File: config.mk
export PLATFORM = sky130hd
export DESIGN_NAME = muldiv_sequencer
export DESIGN_NICKNAME = d
export VERILOG_FILES = /design/src/rtl/riscv_m_pkg.sv /design/src/rtl/muldiv_datapath.sv /design/src/rtl/muldiv_sequencer.sv
export SDC_FILE = /design/constraint.sdc
export NUM_CORES = 1
export LEC_CHECK = 0
export ABC_AREA = 1
export CORE_UTILIZATION = 49
export DETAILED_ROUTE_END_ITERATION = 10
export PLACE_DENSITY = 0.66
export SYNTH_ARGS = -nofsm -noshare
export SYNTH_HDL_FRONTEND = slang
export SYNTH_SLANG_ARGS = --single-unit
File: constraint.sdc
create_clock -name clk -period 9.9 [get_ports clk]
set_input_delay 2.475 -clock clk [delete_from_list [all_inputs] [get_ports clk]]
set_output_delay 2.475 -clock clk [all_outputs]
set_load 0.02 [all_outputs]
File: src/rtl/riscv_m_pkg.sv
// Shared RV32M definitions: sequencer states, funct3 encodings and decode helpers.
// The ID decoder and ALU controller use the same opcode/funct7 constants.
package riscv_m_pkg;

    typedef enum logic [1:0] {IDLE, CALC, FIXUP, DONE} mdv_state_t;

    localparam logic [2:0] F3_MUL    = 3'b000;
    localparam logic [2:0] F3_MULH   = 3'b001;
    localparam logic [2:0] F3_MULHSU = 3'b010;
    localparam logic [2:0] F3_MULHU  = 3'b011;
    localparam logic [2:0] F3_DIV    = 3'b100;
    localparam logic [2:0] F3_DIVU   = 3'b101;
    localparam logic [2:0] F3_REM    = 3'b110;
    localparam logic [2:0] F3_REMU   = 3'b111;

    localparam logic [6:0] OPC_RTYPE = 7'b0110011;
    localparam logic [6:0] F7_MULDIV = 7'b0000001;

    function automatic logic a_is_signed(input logic [2:0] f3);
        return (f3 == F3_MUL) || (f3 == F3_MULH) || (f3 == F3_MULHSU) ||
               (f3 == F3_DIV) || (f3 == F3_REM);
    endfunction

    function automatic logic b_is_signed(input logic [2:0] f3);
        return (f3 == F3_MUL) || (f3 == F3_MULH) || (f3 == F3_DIV) || (f3 == F3_REM);
    endfunction

endpackage

File: src/rtl/muldiv_datapath.sv
// Operand/accumulator registers plus the single adder/subtractor shared by
// the shift-add multiplier and the restoring divider; also forms the fixed-up result.
module muldiv_datapath
    import riscv_m_pkg::*;
#(
    parameter int WIDTH = 32
) (
    input  logic             clk,
    input  logic             rst_n,
    input  logic             load_i,
    input  logic             step_i,
    input  logic [2:0]       op_i,
    input  logic [WIDTH-1:0] op_a_i,
    input  logic [WIDTH-1:0] op_b_i,
    output logic [WIDTH-1:0] fix_result_o
);

    logic [2*WIDTH-1:0] acc_q, acc_d;
    logic [WIDTH-1:0]   mcand_q, mcand_d;
    logic               sign_a_q, sign_a_d;
    logic               sign_b_q, sign_b_d;

    logic [WIDTH-1:0]   mag_a, mag_b, acc_hi, acc_lo;
    logic [WIDTH:0]     add_a, add_b;
    logic [WIDTH+1:0]   sum_full;
    logic [2*WIDTH-1:0] mul_next, div_next, prod;
    logic [WIDTH-1:0]   quo, rem;
    logic               is_div, neg_res;

    assign is_div = op_i[2];
    assign acc_hi = acc_q[2*WIDTH-1:WIDTH];
    assign acc_lo = acc_q[WIDTH-1:0];

    assign sign_a_d = a_is_signed(op_i) & op_a_i[WIDTH-1];
    assign sign_b_d = b_is_signed(op_i) & op_b_i[WIDTH-1];
    assign mag_a    = sign_a_d ? -op_a_i : op_a_i;
    assign mag_b    = sign_b_d ? -op_b_i : op_b_i;

    // Divide compares the left-shifted partial remainder, which needs WIDTH+1 bits.
    assign add_a    = is_div ? acc_q[2*WIDTH-1:WIDTH-1] : {1'b0, acc_hi};
    assign add_b    = {1'b0, mcand_q};
    assign sum_full = is_div ? ({1'b0, add_a} - {1'b0, add_b})
                             : ({1'b0, add_a} + {1'b0, add_b});

    assign mul_next = acc_lo[0] ? {sum_full[WIDTH:0], acc_lo[WIDTH-1:1]}
                                : {1'b0, acc_hi, acc_lo[WIDTH-1:1]};
    assign div_next = sum_full[WIDTH+1] ? {add_a[WIDTH-1:0], acc_lo[WIDTH-2:0], 1'b0}
                                        : {sum_full[WIDTH-1:0], acc_lo[WIDTH-2:0], 1'b1};

    always_comb begin
        acc_d   = acc_q;
        mcand_d = mcand_q;
        if (load_i) begin
            mcand_d = is_div ? mag_b : mag_a;
            acc_d   = {{WIDTH{1'b0}}, (is_div ? mag_a : mag_b)};
        end else if (step_i) begin
            acc_d = is_div ? div_next : mul_next;
        end
    end

    always_ff @(posedge clk or negedge rst_n) begin
        if (!rst_n) begin
            acc_q    <= '0;
            mcand_q  <= '0;
            sign_a_q <= 1'b0;
            sign_b_q <= 1'b0;
        end else begin
            acc_q   <= acc_d;
            mcand_q <= mcand_d;
            if (load_i) begin
                sign_a_q <= sign_a_d;
                sign_b_q <= sign_b_d;
            end
        end
    end

    // Unsigned ops latch zero signs, so one rule covers every variant.
    assign neg_res = sign_a_q ^ sign_b_q;
    assign prod    = neg_res ? -acc_q : acc_q;
    assign quo     = neg_res ? -acc_lo : acc_lo;
    assign rem     = sign_a_q ? -acc_hi : acc_hi;

    always_comb begin
        fix_result_o = prod[WIDTH-1:0];
        case (op_i)
            F3_MUL:                        fix_result_o = prod[WIDTH-1:0];
            F3_MULH, F3_MULHSU, F3_MULHU:  fix_result_o = prod[2*WIDTH-1:WIDTH];
            F3_DIV, F3_DIVU:               fix_result_o = quo;
            default:                       fix_result_o = rem;
        endcase
    end

endmodule

File: src/rtl/muldiv_sequencer.sv
// Iterative RV32M multiply/divide unit for EX: FSM, iteration counter,
// pipeline stall and the divide special cases resolved at accept.
module muldiv_sequencer
    import riscv_m_pkg::*;
#(
    parameter int WIDTH = 32,
    parameter int CNT_W = $clog2(WIDTH) + 1
) (
    input  logic             clk,
    input  logic             rst_n,
    input  logic             start_i,
    input  logic             flush_i,
    input  logic [2:0]       funct3_i,
    input  logic [WIDTH-1:0] op_a_i,
    input  logic [WIDTH-1:0] op_b_i,
    output logic             stall_o,
    output logic             valid_o,
    output logic [WIDTH-1:0] result_o
);

    localparam logic [WIDTH-1:0] MIN_NEG  = {1'b1, {(WIDTH-1){1'b0}}};
    localparam logic [CNT_W-1:0] LAST_CNT = CNT_W'(WIDTH - 1);

    mdv_state_t       state_q, state_d;
    logic [CNT_W-1:0] cnt_q, cnt_d;
    logic [2:0]       op_q, op_d;
    logic [WIDTH-1:0] result_q, result_d;

    logic             accept, div_by_zero, overflow, special;
    logic [WIDTH-1:0] special_res, fix_result;
    logic [2:0]       dp_op;

    assign accept      = (state_q == IDLE) && start_i && !flush_i;
    assign div_by_zero = funct3_i[2] && (op_b_i == '0);
    assign overflow    = ((funct3_i == F3_DIV) || (funct3_i == F3_REM)) &&
                         (op_a_i == MIN_NEG) && (op_b_i == '1);
    assign special     = div_by_zero || overflow;
    // funct3[1] separates REM/REMU from DIV/DIVU.
    assign special_res = div_by_zero ? (funct3_i[1] ? op_a_i : '1)
                                     : (funct3_i[1] ? '0 : op_a_i);

    assign dp_op = (state_q == IDLE) ? funct3_i : op_q;

    muldiv_datapath #(.WIDTH(WIDTH)) u_datapath (
        .clk          (clk),
        .rst_n        (rst_n),
        .load_i       (accept),
        .step_i       (state_q == CALC),
        .op_i         (dp_op),
        .op_a_i       (op_a_i),
        .op_b_i       (op_b_i),
        .fix_result_o (fix_result)
    );

    always_comb begin
        state_d  = state_q;
        cnt_d    = cnt_q;
        op_d     = op_q;
        result_d = result_q;
        case (state_q)
            IDLE: begin
                if (accept) begin
                    op_d  = funct3_i;
                    cnt_d = '0;
                    if (special) begin
                        result_d = special_res;
                        state_d  = DONE;
                    end else begin
                        state_d = CALC;
                    end
                end
            end
            CALC: begin
                cnt_d = cnt_q + 1'b1;
                if (cnt_q == LAST_CNT) state_d = FIXUP;
            end
            FIXUP: begin
                result_d = fix_result;
                state_d  = DONE;
            end
            DONE:    state_d = IDLE;
            default: state_d = IDLE;
        endcase
        // A squashed instruction must leave no trace, including in result_o.
        if (flush_i) begin
            state_d  = IDLE;
            cnt_d    = '0;
            result_d = result_q;
        end
    end

    always_ff @(posedge clk or negedge rst_n) begin
        if (!rst_n) begin
            state_q  <= IDLE;
            cnt_q    <= '0;
            op_q     <= '0;
            result_q <= '0;
        end else begin
            state_q  <= state_d;
            cnt_q    <= cnt_d;
            op_q     <= op_d;
            result_q <= result_d;
        end
    end

    assign stall_o  = accept || (state_q == CALC) || (state_q == FIXUP);
    assign valid_o  = (state_q == DONE) && !flush_i;
    assign result_o = result_q;

endmodule

==> key figures, run 1 <==
Drt
  – Via density: roughly 6.2
  – Iter 0 DRT Violations: between 2000 and 3000
  – Drt total wl: around 73000 um
  – Via count: around 20000
  – DRC: 0
  – First drt pass iteration count: 6
  – Antenna viol nets, final: 0
  – WL/cell: about 22 um

STA
  – TNS Setup: 0 ns
  – Slew Limit Fails: 0
  – Fin crit share: 76.9%
  – RSZ-0062 raised after global routing: false
  – Max Fclk: 131 MHz
  – Final min period: 7.61 ns
  – Worst slew margin: between 20 and 25%
  – Slew at the pin with the worst max-slew slack: 1.15 ns
  – Setup violators final: 0
  – Final Hold Viols: 0
  – Max Clock Skew: around 0.016 ns
  – WHS: about 0.48 ns

Logic synthesis
  – Yosys cell types: 56
  – Asr flop ratio synth: between 90% and 100%
  – #FFs+latches synth: 141
  – Main flop type after synthesis: dfrtp_1
  – Share of the synthesized area in the top cell type: a little over a fifth
  – Net Count, Synth: ~2900
  – Area contributors post-synth: dfrtp_1 21%, nand2_1 15%, o21ai_0 8.3%
  – Synth area leader: dfrtp_1
  – Sequential area share after synthesis: a little over a fifth
  – Syn Std Cell Area: ~17000 um^2
  – Mapped Cells: 2800
  – Synth warn: 0
  – Syn_area_per_cell: about 6 um^2
  – Number of synthesized flops with an enable pin: 0

Die
  – Die Area: about 34000 um^2
  – Area of the core: ~33000 um^2
  – Initial core utilization: 50.3%
  – Die W: ~190 um
  – FP Rows: 66
  – Ports: approximately 110
  – Die H: ~190 um

Finish
  – Share of layout cells above drive strength 1: between 3 and 4%
  – Area growth syn-to-layout: 11.0%
  – Diode count: 0
  – Commonest non-fill, non-tap cells in the layout: 670 x nand2_1, 338 x nor2_1, 296 x inv_1, 273 x o21ai_0, 256 x nand3_1
  – Most common cell after layout, fill and taps aside: nand2_1
  – Fin nets: 2922
  – FF+latch area: 3530 um^2
  – Non-Filler Instances: between 3000 and 4000
  – Fillers: about 3400
  – Multi-input logic area: about 11000 um^2

Clock network
  – CTS hold repair buffers: 0
  – Total clock sinks: about 140
  – TritonCTS buffer count: 17
  – Clock slew at reported path FFs: 0.08 ns
  – Bufs on Longest Clock Path: 2
  – Root Buffer: clkbuf_16
  – Post-CTS setup buffers: 0
  – Clk Latency, worst-skew pair: approximately 0.47 ns
  – H-Tree Depth: 4
  – CTS tree: built
  – Post-CTS sizing: 0

Min path
  – Worst Hold Path EP: result_o[14]$_DFFE_PN0P_
  – Hold crit path type: flip-flop to flip-flop
  – Hold depth: 2
  – Worst Hold Launch: result_o[14]$_DFFE_PN0P_

Global routing
  – Busiest grt layer: met2
  – Global Route Usage Sum: about 42%
  – GRT overflow: 0
  – Initial antenna violation count: 1
  – Largest net degree at the start of global routing: 123
  – M3 GR Usage: 8.59%
  – GR Util met2: approximately 62%
  – Met1 Track Usage GR: 56.6%
  – First-pass GRT wire length: between 100000 and 150000 um
  – Vias in the first global route: about 18000

Critical path
  – CP Class: input port to flip-flop
  – Crit path max fanout: between 100 and 150
  – Worst R2R Path Depth: 28
  – Critical Path RT: ~10 ns
  – R2R Setup Slk: approximately 3.8 ns
  – Worst setup EP type: flip-flop
  – R2R Path End: u_datapath.acc_q[62]$_DFFE_PN0P_
  – R2r startpoint: state_q[0]$_DFFE_PN0P_
  – Setup crit start kind: input port
  – CP Data Arrival Time: 8.02 ns

Run status
  – Outcome: complete, no violations

Place
  – Buffers on Ports: 104
  – Post-Place Cells: 3230
  – Routability congestion estimate: between 1 and 1.5
  – DP HPWL: ~56000 um

Job
  – Max cap viols: 0
per-stage QoR:
step                utilization, %  cell area, um^2  setup WS (ns)
finish                        55.9            18400           2.29
detailed placement            53.9            17700           2.10
global placement              53.9            17700           2.24
CTS                           55.9            18400           2.55
floorplan                        -            16500           3.99
global route                  55.9            18400           1.93
how the worst max path moves through the flow:
stage / from / endpoint / slack, ns
2_1_floorplan: start_i / stall_o / 3.99
3_3_place_gp: funct3_i[2] / u_datapath.acc_q[59]$_DFFE_PN0P_ / 2.24
3_5_place_dp: funct3_i[2] / u_datapath.acc_q[62]$_DFFE_PN0P_ / 2.10
4_1_cts: funct3_i[2] / u_datapath.acc_q[62]$_DFFE_PN0P_ / 2.55
5_1_grt: funct3_i[2] / u_datapath.acc_q[59]$_DFFE_PN0P_ / 1.93
6_report: funct3_i[2] / u_datapath.acc_q[62]$_DFFE_PN0P_ / 2.29
cells in the mapped netlist (all sizes together), types with 4 or more instances:
library cell,number
dfrtp,141
buf,36
or2,10
nor2,347
xnor2,10
a21oi,202
o221ai,11
a21o,6
inv,304
o21bai,5
o22ai,6
a31oi,9
nand4,41
clkbuf,99
nand3b,7
nand3,260
nor3,51
xor2,118
nor4,13
maj3,5
o21a,4
o21ai,283
ha,43
o211ai,72
o31ai,6
a22oi,16
nand2,674
flip-flops by register name (all words and copies together), names as in the netlist:
signal / cells
op_q: 3
u_datapath.mcand_q: 32
state_q: 2
u_datapath.sign_b_q: 1
cnt_q: 6
u_datapath.sign_a_q: 1
result_o: 32
u_datapath.acc_q: 64
logic make-up (layout without fill, tap and decap cells):
kind of cell / Yosys count / after routing / synth area share, %
and+or+nand+nor: 1408 / 1408 / 36.2
AOI/OAI and AO/OA: 633 / 633 / 21.5
buffers and inverters: 441 / 461 / 10.5
DFF: 141 / 141 / 21.3
xor gates and xnor gates: 128 / 128 / 6.78
adders and majority gates: 49 / 49 / 3.68
routing by layer:
layer,up-vias,wire length [um]
met3,229,7550
met4,2,4670
met1,9452,29900
met2,1284,30400
li1,9339,-
met5,-,13
worst max-delay path: stages:
cell	delay, ns
clkdlybuf4s50_1	0.44
inv_1	0.10
nand2_1	0.13
nand2_8	0.56
clkinv_2	0.48
a21oi_1	0.39
a21oi_1	0.10
xnor2_1	0.37
inv_1	0.10
ha_1	0.36
nand2_1	0.13
nor2_1	0.16
nand2_1	0.07
inv_1	0.07
nand4_1	0.08
nand3_1	0.19
nand2_1	0.10
inv_1	0.06
nand2_1	0.09
nand3_2	0.08
buf_4	0.38
nand2_2	0.46
nand2_1	0.27
nand2_1	0.09
nand2_1	0.08
nand2_1	0.05
nand2_1	0.05
area by class of cell:
class                      count  share of cell area (%)
clock inverter                15                    1.14
clock buffer                  17                    2.32
timing repair buffer         123                    6.45
inverter                     306                    6.26
sequential                   141                    19.2
multi-input combinational   2218                    61.6
tap                          442                    3.01
Power of run 1 is left out: the tool's default activity adds up to more than one toggle a clock period on the data nets, which glitch-free logic cannot reach.
==> run 2, diff against run 1 <==
clock period = 7.02 ns   (was 9.9 ns; I/O delays follow)
==> key figures, run 2 (synthesis results as in run 1) <==
Run status
  – Outcome: complete, no violations

Finish
  – Register with the most flip-flops: u_datapath.acc_q
  – Fin nets: around 2900
  – Diode count: 0
  – Area growth syn-to-layout: 11.2%
  – Most common cell after layout, fill and taps aside: nand2_1
  – Commonest non-fill, non-tap cells in the layout: 670 x nand2_1, 339 x nor2_1, 296 x inv_1, 273 x o21ai_0, 256 x nand3_1
  – Max reg flops: 64
  – Share of layout cells above drive strength 1: 3.74%

Drt
  – Iter 0 DRT Violations: 2806
  – WL/cell: ~22 um
  – Via count: around 20000
  – First drt pass iteration count: 7
  – Drt total wl: ~72000 um
  – DRC: 0
  – Via density: around 6.2
  – Antenna viol nets, final: 0

STA
  – Slew Limit Fails: 0
  – WHS: between 0.4 and 0.5 ns
  – Worst slew margin: a little under a quarter
  – Final min period: roughly 6 ns
  – Slew at the pin with the worst max-slew slack: between 1 and 1.5 ns
  – Setup violators final: 0
  – Final Hold Viols: 0
  – Max Clock Skew: roughly 0.017 ns
  – Max Fclk: 163 MHz
  – RSZ-0062 raised after global routing: false
  – TNS Setup: 0 ns
  – Fin crit share: slightly below 90%

Critical path
  – R2r startpoint: state_q[0]$_DFFE_PN0P_
  – Cell mode on critical path: nand2_1
  – R2R Setup Slk: between 1.5 and 2 ns
  – Worst R2R Path Depth: 23
  – Setup crit start kind: input port
  – Crit path max fanout: 24
  – Critical Path RT: 7.36 ns
  – R2R Path End: u_datapath.acc_q[35]$_DFFE_PN0P_
  – CP Class: input port to flip-flop
  – Worst setup EP type: flip-flop
  – Max incr delay on CP: roughly 0.65 ns
  – CP Cell Sequence: clkdlybuf4s50_1 > inv_1 > nand2_1 > nand2_8 > clkinv_2 > a21oi_1 > xor2_1 > inv_1 > ha_1 > a21oi_1 > o21ai_0 > a21oi_1 > nand3_1 > nand2_1 > inv_1 > nand2_1 > nand4_2 > buf_4 > nand3_1 > nand2_1 > nand3_1 > nand2_1
  – CP Data Arrival Time: ~6.5 ns
  – Max stage delay cell, worst path: nand4_2

Place
  – Routability congestion estimate: about 1.1
  – Buffers on Ports: between 100 and 150
  – DP HPWL: between 50000 and 60000 um

Job
  – Max cap viols: 0

Clock network
  – Clk Latency, worst-skew pair: roughly 0.46 ns
  – Clock slew at reported path FFs: 0.06 ns
  – CTS hold repair buffers: 0
  – Root Buffer: clkbuf_16
  – Post-CTS sizing: 0
  – CTS tree: built
  – Post-CTS setup buffers: 0
  – TritonCTS buffer count: 17
  – H-Tree Depth: 4
  – Total clock sinks: 141
  – Bufs on Longest Clock Path: 2

Die
  – Die W: roughly 190 um
  – Area of the core: roughly 33000 um^2
  – Die Area: 34500 um^2
  – Die H: between 150 and 200 um
  – Initial core utilization: about half
  – Ports: 105
  – FP Rows: between 60 and 70

Global routing
  – GRT overflow: 0
  – Largest net degree at the start of global routing: 113
  – First-pass GRT wire length: between 100000 and 150000 um
  – Busiest grt layer: met2
  – Global Route Usage Sum: ~42%
  – Met1 Track Usage GR: 55.3%
  – Initial antenna violation count: 4
  – M3 GR Usage: about 9.6%
  – Vias in the first global route: around 18000
  – GR Util met2: 62.3%

Min path
  – Worst Hold Launch: result_o[30]$_DFFE_PN0P_
  – Worst Hold Path EP: result_o[30]$_DFFE_PN0P_
  – Hold crit path type: flip-flop to flip-flop
  – Hold depth: 2
[run 2: cell types whose count changed in the layout (fill, tap and decap cells not counted), sizes merged]
cell,previous run,this run
clkinvlp,1,6
clkinv,9,6
buf,20,34
bufinv,4,1
inv,307,306
[run 2: worst max-delay path by stage]
stage	from	endpoint	slack, ns	cells past startpoint
after floorplan	funct3_i[2]	u_datapath.acc_q[58]$_DFFE_PN0P_	2.09	24
after global placement	funct3_i[2]	u_datapath.acc_q[35]$_DFFE_PN0P_	0.68	22
after detailed placement	funct3_i[2]	u_datapath.acc_q[35]$_DFFE_PN0P_	0.60	22
after CTS	funct3_i[2]	u_datapath.acc_q[39]$_DFFE_PN0P_	1.07	22
after global routing	funct3_i[2]	u_datapath.acc_q[35]$_DFFE_PN0P_	0.51	22
final	funct3_i[2]	u_datapath.acc_q[35]$_DFFE_PN0P_	0.88	22
[run 2: layout make-up]
type | count | area, um^2
Clock inverter | 13 | 120
Tap cell | 442 | 553
Multi-Input combinational cell | 2218 | 11300
Timing Repair Buffer | 137 | 1300
Clock buffer | 17 | 425
Fill cell | 3463 | 14500
Sequential cell | 141 | 3530
Inverter | 306 | 1150
[run 2: stage by stage]
step | setup WS, ns | area [um^2] | std cells | util, %
3_5_place_dp | 0.601 | 17800 | 3244 | 54.3
4_1_cts | 1.07 | 18400 | 3274 | 55.9
5_1_grt | 0.510 | 18400 | 3274 | 55.9
2_1_floorplan | 2.09 | 16500 | 2800 | -
6_report | 0.875 | 18400 | 3274 | 55.9
3_3_place_gp | 0.681 | 17800 | 3244 | 54.3
[run 2: per-layer routing]
layer	part of all wire, %	vias to the layer above
met5	0.037	-
met3	11	268
met4	6.8	4
met1	40	9281
li1	-	9361
met2	42	1251
[run 2: worst max-delay path: cells and delay by family]
| kind | cells | cell delay, ns |
|---|---|---|
| xor+xnor | 1 | 0.40 |
| compound gates | 4 | 0.89 |
| simple gates | 10 | 1.71 |
| fa+ha+maj | 1 | 0.35 |
| buf+inv | 6 | 1.35 |
Power of run 2 is left out for the same reason.
